--- src/rtl/param_sync_fifo.sv ---
// Single-clock FIFO with a parameterised depth, almost-full/almost-empty levels,
// sticky overflow/underflow flags and a choice of registered or first-word-fall-through reads.
module param_sync_fifo #(
  parameter int DATA_WIDTH    = 8,
  parameter int ADDR_WIDTH    = 4,
  parameter int AFULL_THRESH  = (2 ** ADDR_WIDTH) - 2,
  parameter int AEMPTY_THRESH = 2,
  parameter bit FWFT          = 1'b0
) (
  input  logic                  clk,
  input  logic                  rest,
  input  logic                  w_inc,
  input  logic [DATA_WIDTH-1:0] w_data,
  output logic                  w_full,
  output logic                  w_afull,
  input  logic                  r_inc,
  output logic [DATA_WIDTH-1:0] r_data,
  output logic                  r_empty,
  output logic                  r_aempty,
  output logic [ADDR_WIDTH:0]   count,
  input  logic                  err_clr,
  output logic                  overflow,
  output logic                  underflow
);

  localparam int DEPTH = 2 ** ADDR_WIDTH;
  localparam int CW    = ADDR_WIDTH + 1;

  localparam logic [ADDR_WIDTH:0] DepthCnt  = CW'(DEPTH);
  localparam logic [ADDR_WIDTH:0] AFullCnt  = CW'(AFULL_THRESH);
  localparam logic [ADDR_WIDTH:0] AEmptyCnt = CW'(AEMPTY_THRESH);

  logic [DATA_WIDTH-1:0] mem [DEPTH];

  logic [ADDR_WIDTH-1:0] wrPtr_q, wrPtr_d;
  logic [ADDR_WIDTH-1:0] rdPtr_q, rdPtr_d;
  logic [ADDR_WIDTH:0]   count_q, count_d;
  logic [DATA_WIDTH-1:0] rdData_q, rdData_d;
  logic                  overflow_q, overflow_d;
  logic                  underflow_q, underflow_d;

  logic wrAccept;
  logic rdAccept;

  // Acceptance uses the flags as they stand at the start of the cycle, so a
  // full FIFO can still drain and an empty one can still fill in the same cycle.
  assign w_full   = (count_q == DepthCnt);
  assign r_empty  = (count_q == '0);
  assign w_afull  = (count_q >= AFullCnt);
  assign r_aempty = (count_q <= AEmptyCnt);
  assign count    = count_q;

  assign wrAccept = w_inc & ~w_full;
  assign rdAccept = r_inc & ~r_empty;

  assign overflow  = overflow_q;
  assign underflow = underflow_q;

  always_comb begin
    wrPtr_d     = wrPtr_q;
    rdPtr_d     = rdPtr_q;
    count_d     = count_q;
    rdData_d    = rdData_q;
    overflow_d  = overflow_q;
    underflow_d = underflow_q;

    if (wrAccept) begin
      wrPtr_d = wrPtr_q + ADDR_WIDTH'(1);
    end
    if (rdAccept) begin
      rdPtr_d  = rdPtr_q + ADDR_WIDTH'(1);
      rdData_d = mem[rdPtr_q];
    end

    unique case ({wrAccept, rdAccept})
      2'b10:   count_d = count_q + CW'(1);
      2'b01:   count_d = count_q - CW'(1);
      default: count_d = count_q;
    endcase

    // A clear and a fresh error in the same cycle leave the flag set.
    if (err_clr) begin
      overflow_d  = 1'b0;
      underflow_d = 1'b0;
    end
    if (w_inc && w_full) begin
      overflow_d = 1'b1;
    end
    if (r_inc && r_empty) begin
      underflow_d = 1'b1;
    end
  end

  always_ff @(posedge clk) begin
    if (rest) begin
      wrPtr_q     <= '0;
      rdPtr_q     <= '0;
      count_q     <= '0;
      rdData_q    <= '0;
      overflow_q  <= 1'b0;
      underflow_q <= 1'b0;
    end else begin
      wrPtr_q     <= wrPtr_d;
      rdPtr_q     <= rdPtr_d;
      count_q     <= count_d;
      rdData_q    <= rdData_d;
      overflow_q  <= overflow_d;
      underflow_q <= underflow_d;
    end
  end

  // Storage is never cleared; reset only makes the old words unreachable.
  always_ff @(posedge clk) begin
    if (!rest && wrAccept) begin
      mem[wrPtr_q] <= w_data;
    end
  end

  if (FWFT) begin : g_fwft
    assign r_data = mem[rdPtr_q];
  end else begin : g_registered
    assign r_data = rdData_q;
  end

endmodule
--- config.mk ---
export PLATFORM = sky130hd
export DESIGN_NAME = param_sync_fifo
export DESIGN_NICKNAME = d
export VERILOG_FILES = /design/src/rtl/param_sync_fifo.sv
export SDC_FILE = /design/constraint.sdc
export NUM_CORES = 1
export LEC_CHECK = 0
export ABC_CLOCK_PERIOD_IN_PS = 6050
export BUFFER_PORTS_ARGS = -buffer_cell sky130_fd_sc_hd__buf_2
export CAP_MARGIN = 10
export CORE_MARGIN = 1.5
export CORE_UTILIZATION = 46
export DETAILED_ROUTE_END_ITERATION = 12
export SETUP_SLACK_MARGIN = 0.02
export SLEW_MARGIN = 20
export SYNTH_ARGS = -nofsm -noshare
export SYNTH_HDL_FRONTEND = slang
export SYNTH_SLANG_ARGS = --single-unit
--- constraint.sdc ---
create_clock -name clk -period 6.05 [get_ports clk]
set_clock_uncertainty 0.2 [all_clocks]
set_input_delay 0.3025 -clock clk [delete_from_list [all_inputs] [get_ports clk]]
set_output_delay 0.3025 -clock clk [all_outputs]
set_load 0.01 [all_outputs]
==> impl_summary.log <==
INFO  metric maxSlewViolCount = 0
INFO  metric path_clk_slew = 0.06 ns
INFO  metric final_hold_viol_count = 0
INFO  metric outcome = completed
INFO  metric setup-tns-final = 0 ns
INFO  metric syn-num-nets = 395
INFO  metric h-tree-depth = 4
INFO  metric synth_simple_gate_area_share = 5.92%
INFO  metric critical-path-top-delay-family = compound AO/OA/AOI/OAI gates
INFO  metric core = 12,700 µm²
INFO  metric detailedRoute.firstPassIterationCount = 4
INFO  metric grt_start_max_net_pins = 51
INFO  metric antenna_cells = 0
INFO  metric final_period_util = 57.7%
INFO  metric drt_iter0_drc = 240
INFO  metric drt-wirelength-per-cell = 20.3 µm
INFO  metric placementRows = 41
INFO  metric critPathMaxStageDelay = 0.69 ns
INFO  metric min_delay_path_class = in -> reg
INFO  metric max_freq = 286 MHz
INFO  metric timing.max_cap.violations = 0
INFO  metric buf_inv_on_cp = 1
INFO  metric floorplan.io_pins = 32
INFO  metric synth_top_family_by_area = multiplexers
INFO  metric total_leakage_power = 2.26 nW
INFO  metric detail_route.vias_per_cell = 5.44
INFO  metric setup_ws = 2.56 ns
INFO  metric ctsRootBufferMaster = sky130_fd_sc_hd__clkbuf_16
INFO  metric rr_worst_depth = 10
INFO  metric worstMarginPinSlew = 0.892 ns
INFO  metric rsz0062_at_grt = false
INFO  metric floorplan.initialDensity = 47.5%
INFO  metric die-height = 117 µm
INFO  metric yosysSeqAreaShare = 71.5%
INFO  metric cts_inserted_buffers = 17
INFO  metric path_class = reg -> reg
INFO  metric vdd_drop_max = 0.202 mV
INFO  metric grt_total_ovfl = 0
INFO  metric die-area = 13,800 µm²
INFO  metric netlist_instances = 372
INFO  metric avgSynthCellArea = 16.2 µm²
INFO  metric dp.final_hpwl = 7.48 mm
INFO  metric power.density_cell_area = 399 nW/µm²
INFO  metric cts_num_sinks = 151
INFO  metric synthesis.area = 6020 µm²
INFO  metric final_common_cell = sky130_fd_sc_hd__edfxtp_1
INFO  metric antenna_found_initial = 0
INFO  metric timing.critical_path.from_type = flip-flop
INFO  metric cts-root-to-sink-buffers = 2
INFO  metric clock_insertion_delay_worst_skew = 0.41 ns
INFO  metric setup-violations-final = 0
INFO  metric yosys_warnings = 0
INFO  metric worst_slew_margin_rel = 40.2%
INFO  metric drt-total-wl = 12.0 mm
INFO  metric most-common-layout-cells = sky130_fd_sc_hd__edfxtp_1, sky130_fd_sc_hd__nor2_1, sky130_fd_sc_hd__mux2i_1
INFO  metric timing.critical_path.slowest_stage_cell = sky130_fd_sc_hd__a21boi_2
INFO  metric drc_errors = 0
INFO  metric tritoncts = yes
INFO  metric worst-path-stages = 10
INFO  metric min_delay_path_depth = 4
INFO  metric final.min_clock_period = 3.49 ns
INFO  metric total_power = 2.75 mW
INFO  metric num_vias = 3,220
INFO  metric critical_path_data_required_time = 6.15 ns
INFO  metric global_route.usage.total = 18.5%
INFO  metric xor_xnor_fraction_of_synth_area = 1.16%
INFO  metric cp_max_fo = 21
INFO  metric number_of_global_route_vias_before_repair = 3,212
INFO  metric path_cells = nor4_2 -> a21boi_2 -> ha_1 -> inv_1 -> fa_1 -> nor2b_1 -> o21ai_0 -> nand3_1 -> or3b_1 -> mux2_1
INFO  metric post_place_setup_slack = 2.59 ns
INFO  metric synth-seq-cells = 151
INFO  metric antenna_violating_nets_post_route = 0
INFO  metric areaGrowthSynthToFinish = 14.6%
INFO  metric synth.area.mux_share = 11.8%
INFO  metric finish.net_count = 430
INFO  metric synthesized_area_fraction_occupied_by_adder_cells = 2.20%
INFO  metric gp_congestion = 0.784
INFO  metric grt_first_pass_wirelength = 18.7 mm
INFO  metric timing.critical_path.arrival = 3.59 ns
INFO  metric io_buffer_count = 31
INFO  metric synth_compound_gate_area_share = 5.15%
INFO  metric floorplan.die.width = 117 µm
INFO  metric cts.repair_timing.setup_buffer_count = 0
INFO  metric layout-drive-gt1-share = 19.0%
INFO  metric post_synth_num_cell_types = 36
INFO  metric timing.critical_path.to_type = flip-flop
flip-flops by register name (all words and copies together) (netlist names):
signal,cells
mem,128
r_data,8
count,5
rdPtr_q,4
wrPtr_q,4
overflow,1
underflow,1
path summary, 6_finish.rpt:
| kind | start | to | slack (ns) |
|---|---|---|---|
| hold / removal | err_clr | underflow | 0.05 |
| setup reg to reg | count[1] | count[4] | 2.56 |
| setup / recovery | count[1] | count[4] | 2.56 |
| hold reg to reg | underflow | underflow | 0.30 |
tightest hold or removal path, cell delays in order:
cell and delay, ns:
sky130_fd_sc_hd__buf_2 0.10, sky130_fd_sc_hd__inv_1 0.07, sky130_fd_sc_hd__a22oi_1 0.08, sky130_fd_sc_hd__nor2_1 0.07
layout make-up:
cell class	count	area, µm²
Clock buffer	21	440
Tap cell	172	215
Multi-Input combinational cell	193	1590
Timing Repair Buffer	35	190
Inverter	9	33.8
Fill cell	1044	5770
Sequential cell	151	4310
Clock inverter	11	131
synth_stat cells:
| cell type | count | area share, % |
|---|---|---|
| sky130_fd_sc_hd__inv_1 | 9 | 0.56 |
| sky130_fd_sc_hd__edfxtp_1 | 128 | 64 |
| sky130_fd_sc_hd__nor4_2 | 1 | 0.21 |
| sky130_fd_sc_hd__and2_1 | 2 | 0.21 |
| sky130_fd_sc_hd__nand4_1 | 2 | 0.21 |
| sky130_fd_sc_hd__or3_4 | 1 | 0.19 |
| sky130_fd_sc_hd__a21oi_1 | 5 | 0.42 |
| sky130_fd_sc_hd__o22ai_1 | 16 | 1.7 |
| sky130_fd_sc_hd__fa_1 | 1 | 0.33 |
| sky130_fd_sc_hd__xor2_1 | 5 | 0.73 |
| sky130_fd_sc_hd__mux4_2 | 16 | 6.0 |
| sky130_fd_sc_hd__a21o_1 | 1 | 0.12 |
| sky130_fd_sc_hd__buf_2 | 10 | 0.83 |
| sky130_fd_sc_hd__xnor2_1 | 3 | 0.44 |
| sky130_fd_sc_hd__nand3_1 | 3 | 0.25 |
| sky130_fd_sc_hd__a21boi_2 | 1 | 0.19 |
| sky130_fd_sc_hd__nand2_1 | 9 | 0.56 |
| sky130_fd_sc_hd__nand3b_1 | 2 | 0.25 |
| sky130_fd_sc_hd__or3_1 | 1 | 0.10 |
| sky130_fd_sc_hd__a311oi_1 | 8 | 1.2 |
| sky130_fd_sc_hd__nor2_1 | 53 | 3.3 |
| sky130_fd_sc_hd__o21ai_0 | 1 | 0.083 |
| sky130_fd_sc_hd__nor2b_1 | 4 | 0.42 |
| sky130_fd_sc_hd__nor3_1 | 1 | 0.083 |
| sky130_fd_sc_hd__a21boi_1 | 1 | 0.12 |
| sky130_fd_sc_hd__dfxtp_1 | 23 | 7.6 |
| sky130_fd_sc_hd__mux2i_1 | 34 | 5.7 |
| sky130_fd_sc_hd__buf_4 | 1 | 0.12 |
| sky130_fd_sc_hd__or3b_1 | 1 | 0.15 |
| sky130_fd_sc_hd__buf_6 | 2 | 0.37 |
| sky130_fd_sc_hd__a2111oi_0 | 1 | 0.15 |
| sky130_fd_sc_hd__mux2_1 | 1 | 0.19 |
| sky130_fd_sc_hd__buf_1 | 3 | 0.19 |
| sky130_fd_sc_hd__clkbuf_1 | 3 | 0.19 |
| sky130_fd_sc_hd__ha_1 | 9 | 1.9 |
| sky130_fd_sc_hd__a22oi_1 | 10 | 1.2 |
per-layer routing:
metal | up-vias | routed length [µm] | global-route usage (%)
met3 | 16 | 561 | 4.67
li1 | 1504 | - | -
met4 | 0 | 186 | 7.02
met2 | 79 | 5730 | 28.0
met5 | - | 0 | 0
met1 | 1621 | 5550 | 26.0
cell families (layout without fill, tap and decap cells):
group | Yosys count | after routing
AOI/OAI and AO/OA | 44 | 44
buffers and inverters | 28 | 76
adders and majority gates | 10 | 10
muxes | 51 | 51
and+or+nand+nor | 80 | 80
xor gates and xnor gates | 8 | 8
DFF | 151 | 151
power by group:
group	leakage [nW]	switching, mW	internal, mW	total, mW
registers	1.34	0.0514	1.19	1.24
logic	0.633	0.279	0.204	0.482
clock network	0.283	0.386	0.642	1.03
what timing repair did:
item                      CTS  global route
hold buffers                2             0
resized for setup           0             0
hold endpoints to repair    2             0
stage by stage:
step / hold slack (ns) / util [%] / cells / area, µm²
after global routing: 0.0796 / 54.5 / 592 / 6900
after global placement: 0.293 / 49.8 / 558 / 6310
final: 0.0513 / 54.5 / 592 / 6900
after detailed placement: 0.290 / 49.8 / 558 / 6310
after CTS: 0.0452 / 54.5 / 592 / 6900
after floorplan: 0.201 / - / 372 / 6020
Power figures use the tool's default switching activity.
